## src/rtl/fetch_unit.sv

```systemverilog
// Instruction fetch unit: single-outstanding memory requests feeding a small
// in-order instruction buffer, with redirect flush and halt-on-zero-word.
module fetch_unit #(
    parameter int          DEPTH    = 4,
    parameter logic [31:0] RESET_PC = 32'h0000_0000
) (
    input  logic        clk,
    input  logic        rst,
    output logic        o_imemReq,
    output logic [31:0] o_imemAddr,
    input  logic        i_imemAck,
    input  logic [31:0] i_imemRdata,
    output logic        o_outValid,
    output logic [31:0] o_outInst,
    output logic [31:0] o_outPc,
    input  logic        i_outReady,
    input  logic        i_redirect,
    input  logic [31:0] i_redirectPc,
    output logic        o_halted
);

    localparam int PW = $clog2(DEPTH);
    localparam int CW = PW + 1;

    typedef enum logic [1:0] {
        S_IDLE,
        S_REQ,
        S_DRAIN,
        S_HALT
    } state_t;

    state_t         r_state;
    state_t         w_stateNext;
    logic [31:0]    r_fetchPc;
    logic [31:0]    r_drainAddr;
    logic [CW-1:0]  r_count;
    logic [PW-1:0]  r_head;
    logic [PW-1:0]  r_tail;
    logic [31:0]    r_instMem [DEPTH];
    logic [31:0]    r_pcMem   [DEPTH];

    logic           w_reqActive;
    logic           w_ack;
    logic           w_push;
    logic           w_pop;
    logic [CW-1:0]  w_countNext;
    logic           w_room;
    logic [31:0]    w_redirectPc;

    assign w_reqActive  = (r_state == S_REQ) || (r_state == S_DRAIN);
    assign w_ack        = w_reqActive && i_imemAck;
    assign w_push       = (r_state == S_REQ) && i_imemAck && !i_redirect;
    assign w_pop        = (r_count != '0) && i_outReady && !i_redirect;
    assign w_countNext  = r_count + CW'(w_push) - CW'(w_pop);
    assign w_room       = w_countNext < CW'(DEPTH);
    assign w_redirectPc = i_redirectPc & ~32'h0000_0003;

    always_ff @(posedge clk) begin
        if (rst) begin
            r_state <= S_REQ;
        end else begin
            r_state <= w_stateNext;
        end
    end

    // Redirect outranks everything, including halt detection on a zero word.
    always_comb begin
        w_stateNext = r_state;
        if (i_redirect) begin
            if (w_reqActive && !w_ack) begin
                w_stateNext = S_DRAIN;
            end else begin
                w_stateNext = S_REQ;
            end
        end else begin
            case (r_state)
                S_IDLE:  w_stateNext = w_room ? S_REQ : S_IDLE;
                S_REQ: begin
                    if (w_ack) begin
                        if (i_imemRdata == 32'h0000_0000) begin
                            w_stateNext = S_HALT;
                        end else begin
                            w_stateNext = w_room ? S_REQ : S_IDLE;
                        end
                    end
                end
                S_DRAIN: w_stateNext = w_ack ? S_REQ : S_DRAIN;
                S_HALT:  w_stateNext = S_HALT;
                default: w_stateNext = S_REQ;
            endcase
        end
    end

    always_comb begin
        o_imemReq  = !rst && w_reqActive;
        o_imemAddr = (r_state == S_DRAIN) ? r_drainAddr : r_fetchPc;
        o_outValid = !rst && (r_count != '0);
        o_outInst  = r_instMem[r_head];
        o_outPc    = r_pcMem[r_head];
        o_halted   = !rst && (r_state == S_HALT) && (r_count == '0);
    end

    // A request abandoned by redirect keeps its address on the bus until acked.
    always_ff @(posedge clk) begin
        if (rst) begin
            r_fetchPc   <= RESET_PC;
            r_drainAddr <= RESET_PC;
            r_count     <= '0;
            r_head      <= '0;
            r_tail      <= '0;
        end else if (i_redirect) begin
            r_fetchPc <= w_redirectPc;
            r_count   <= '0;
            r_head    <= '0;
            r_tail    <= '0;
            if ((r_state == S_REQ) && !w_ack) begin
                r_drainAddr <= r_fetchPc;
            end
        end else begin
            if (w_push) begin
                r_fetchPc <= r_fetchPc + 32'd4;
                r_tail    <= r_tail + PW'(1);
            end
            if (w_pop) begin
                r_head <= r_head + PW'(1);
            end
            r_count <= w_countNext;
        end
    end

    always_ff @(posedge clk) begin
        if (!rst && w_push) begin
            r_instMem[r_tail] <= i_imemRdata;
            r_pcMem[r_tail]   <= r_fetchPc;
        end
    end

endmodule

```

## config.mk

```make
export PLATFORM = sky130hd
export DESIGN_NAME = fetch_unit
export DESIGN_NICKNAME = d
export VERILOG_FILES = /design/src/rtl/fetch_unit.sv
export SDC_FILE = /design/constraint.sdc
export NUM_CORES = 1
export LEC_CHECK = 0
export CELL_PAD_IN_SITES_DETAIL_PLACEMENT = 2
export CELL_PAD_IN_SITES_GLOBAL_PLACEMENT = 2
export CORE_MARGIN = 2
export CORE_UTILIZATION = 40
export DETAILED_ROUTE_END_ITERATION = 7
export GPL_TIMING_DRIVEN = 1
export HOLD_SLACK_MARGIN = 0.06
export PLACE_DENSITY_LB_ADDON = 0.3
export SLEW_MARGIN = 20
export SYNTH_ARGS = -nofsm -noshare
export SYNTH_HDL_FRONTEND = slang
export SYNTH_SLANG_ARGS = --single-unit
```

## constraint.sdc

```tcl
create_clock -name clk -period 4.1 [get_ports clk]
set_input_delay 0.41 -clock clk [delete_from_list [all_inputs] [get_ports clk]]
set_output_delay 0.41 -clock clk [all_outputs]
set_load 0.005 [all_outputs]
```

==> results.sh <==
export IMPL_outcome="completed"
export IMPL_final_layout_size_suffix_gt1_frac=0.181
export IMPL_start_util=0.404
export IMPL_layout_common_cells="edfxtp_1, clkdlybuf4s50_1, nand2_1"
export IMPL_drt_iter0_markers=517
export IMPL_dp_hpwl_um=24100
export IMPL_ctsLongestPathBuffers=3
export IMPL_cts_resized_gates=0
export IMPL_syn_area_sq_mm=0.0131
export IMPL_layout_commonest_cell="edfxtp_1"
export IMPL_hold_start="r_drainAddr[3]"
export IMPL_htree_num_levels=2
export IMPL_hold_viol_final=0
export IMPL_synth_seq_area_share=0.678
export IMPL_fmax_ghz=0.314
export IMPL_p_leak_nw=5.36
export IMPL_viasPerCell=5.47
export IMPL_layout_setup_ws_ns=0.917
export IMPL_drc=0
export IMPL_core_rowCount=66
export IMPL_path_class="flop to flop"
export IMPL_fillerInstances=3001
export IMPL_synthFlopType="edfxtp_1"
export IMPL_synth_edf_count=248
export IMPL_place_gp_congestion=0.781
export IMPL_path_buf_inv=2
export IMPL_slowest_delay_ns=0.50
export IMPL_drv_slew=0
export IMPL_io_pins=168
export IMPL_final_setup_tns_ns=0
export IMPL_port_buffers=161
export IMPL_finalCriticalPeriod_ns=3.18
export IMPL_cts_buffers=37
export IMPL_slew_limit_headroom=0.476
export IMPL_crit_start="r_state[1]"
export IMPL_min_path_type="flop to flop"
export IMPL_insertion_delay_ns=0.54
export IMPL_wl_um=37100
export IMPL_fin_nets=1085
export IMPL_path_common_cell="ha_1"
export IMPL_holdBufCountCts=0
export IMPL_grt_ovfl_total=0
export IMPL_cts_tree="yes"
export IMPL_cap_violations=0
export IMPL_dr_pass1_iters=4
export IMPL_p_per_area_mw_per_mm2=492
export IMPL_finalCritPeriodShare=0.776
export IMPL_rsz0062_at_grt="false"
export IMPL_die_x_um=185
export IMPL_async_reset_ff_frac=0
export IMPL_drt_wirelength_per_cell_um=25.1
export IMPL_peakVddDrop_uv=257
export IMPL_cp_end_kind="flop"
export IMPL_crit_chain="inv_1, ha_1, and2_1, nand2_1, ha_1, inv_1, ha_1, fa_1, xor2_1, xnor2_1, o2111a_1, o2bb2a_1"
export IMPL_yosys_cell_types_count=65
export IMPL_yosys_warnings=0
export IMPL_via_count=8073
export IMPL_crit_fanout=14
export IMPL_start_kind="flop"
export IMPL_cts_setup_buffers=0
export IMPL_r2r_start="r_state[1]"
export IMPL_ant_nets=0
export IMPL_finalClockSkew_ns=0.0225
export IMPL_area_growth_pct=26.0
export IMPL_die_y_um=185
export IMPL_finalSetupViolations=0
export IMPL_cts_sinks=319
export IMPL_die_area_sq_mm=0.0342
export IMPL_syn_avg_cell_area_sq_um=15.6
export IMPL_critPathSlowestCell="ha_1"
export IMPL_grt_max_degree=68
export IMPL_cp_arrival_ns=3.59
export IMPL_synthCells=841
export IMPL_worstMarginPinSlew_ns=0.786
export IMPL_critPathTopFamily="adder cells"
export IMPL_worstPathRequired_ns=4.50
export IMPL_grt_pass1_wl_um=56500
export IMPL_ys_ff_latch=319
export IMPL_clock_root_buffer="clkbuf_16"
export IMPL_fp_coreArea_sq_mm=0.0324
export IMPL_path_clk_slew_ns=0.06
export IMPL_antenna_found_initial=1
export IMPL_grtUsageTotal=0.221
export IMPL_grt_pass1_vias=9009
export IMPL_dp_slack_ns=0.845
through the flow:
step	total power [mW]	hold WS [ns]	cell area (sq um)	instances	utilization
after floorplan	4.21	0.433	13100	844	-
after global placement	4.65	0.438	15200	1407	0.469
after detailed placement	4.70	0.448	15200	1407	0.469
after CTS	8.19	0.453	16500	1475	0.509
after global routing	8.38	0.485	16500	1475	0.509
final	8.10	0.451	16500	1476	0.509
worst reg2reg max path, cell delays in order, from the launching register on:
cell	delay, ns
dfxtp_1	0.33
inv_1	0.10
ha_1	0.50
and2_1	0.24
nand2_1	0.12
ha_1	0.30
inv_1	0.04
ha_1	0.19
fa_1	0.37
xor2_1	0.18
xnor2_1	0.27
o2111a_1	0.22
o2bb2a_1	0.21
logic make-up after synthesis:
kind of cell	after synthesis	synth area share
buffers and inverters	77	0.0255
muxes	92	0.132
adders and majority gates	12	0.0120
and+or+nand+nor	223	0.0901
DFF	319	0.678
other	1	0.000287
AOI/OAI and AO/OA	103	0.0527
xor gates and xnor gates	14	0.00937
routing by layer:
layer	up-vias	GRT usage	share of wire
met5	-	0	0
met4	0	0.0457	0.015
met3	43	0.0360	0.048
met2	225	0.392	0.51
met1	4191	0.286	0.43
li1	3614	-	-
Yosys cell counts, types with 4 or more instances:
| master | instances | area, sq um |
|---|---|---|
| a21oi_1 | 40 | 200 |
| mux2_2 | 29 | 327 |
| xnor2_1 | 10 | 87.6 |
| inv_1 | 17 | 63.8 |
| buf_4 | 7 | 52.6 |
| o211ai_1 | 7 | 52.6 |
| ha_1 | 11 | 138 |
| clkbuf_1 | 34 | 128 |
| nor3_1 | 9 | 45.0 |
| nand3_1 | 16 | 80.1 |
| nand4_1 | 7 | 43.8 |
| a211oi_1 | 8 | 60.1 |
| nand2_1 | 86 | 323 |
| or4_1 | 4 | 30.0 |
| a31oi_1 | 8 | 50.1 |
| and4_1 | 8 | 70.1 |
| buf_2 | 15 | 75.1 |
| nor4_1 | 9 | 56.3 |
| xor2_1 | 4 | 35.0 |
| a2111oi_0 | 4 | 35.0 |
| edfxtp_1 | 248 | 7450 |
| nor2_1 | 32 | 120 |
| o21ai_0 | 5 | 25.0 |
| dfxtp_1 | 71 | 1420 |
| buf_1 | 4 | 15.0 |
| and3_1 | 7 | 43.8 |
| a311oi_1 | 10 | 87.6 |
| and2_1 | 14 | 87.6 |
| or3_1 | 6 | 37.5 |
| mux4_2 | 62 | 1400 |
flip-flops by register name (all words and copies together), names as in the netlist, named ones only:
| register | count |
|---|---|
| r_fetchPc | 30 |
| r_pcMem | 120 |
| r_drainAddr | 30 |
| r_state | 2 |
| r_instMem | 128 |
| r_head | 2 |
| r_tail | 2 |
| r_count | 3 |
path summary, 6_finish.rpt:
check                                      end  slack, ns  cells after the start
worst max-delay path                r_state[0]       0.92                     12
worst min-delay path            r_drainAddr[3]       0.45                      2
worst max register to register      r_state[0]       0.92                     12
worst min register to register  r_drainAddr[3]       0.45                      2
cell type report:
class	count	area (sq um)	share of cell area
sequential	319	8870	0.538
antenna	1	2.50	0.000152
inverter	17	63.8	0.00387
clock inverter	21	256	0.0156
tap	442	553	0.0335
multi-input combinational	448	3910	0.237
timing repair buffer	181	1790	0.109
clock buffer	47	1040	0.0629
power by group:
part | total, mW | switching, mW | internal [mW] | leakage, nW
Sequential | 3.74 | 0.125 | 3.62 | 2.84
Clock | 3.48 | 1.35 | 2.12 | 0.630
Combinational | 0.889 | 0.472 | 0.417 | 1.89
No activity file was read; power rests on OpenSTA's default activity.
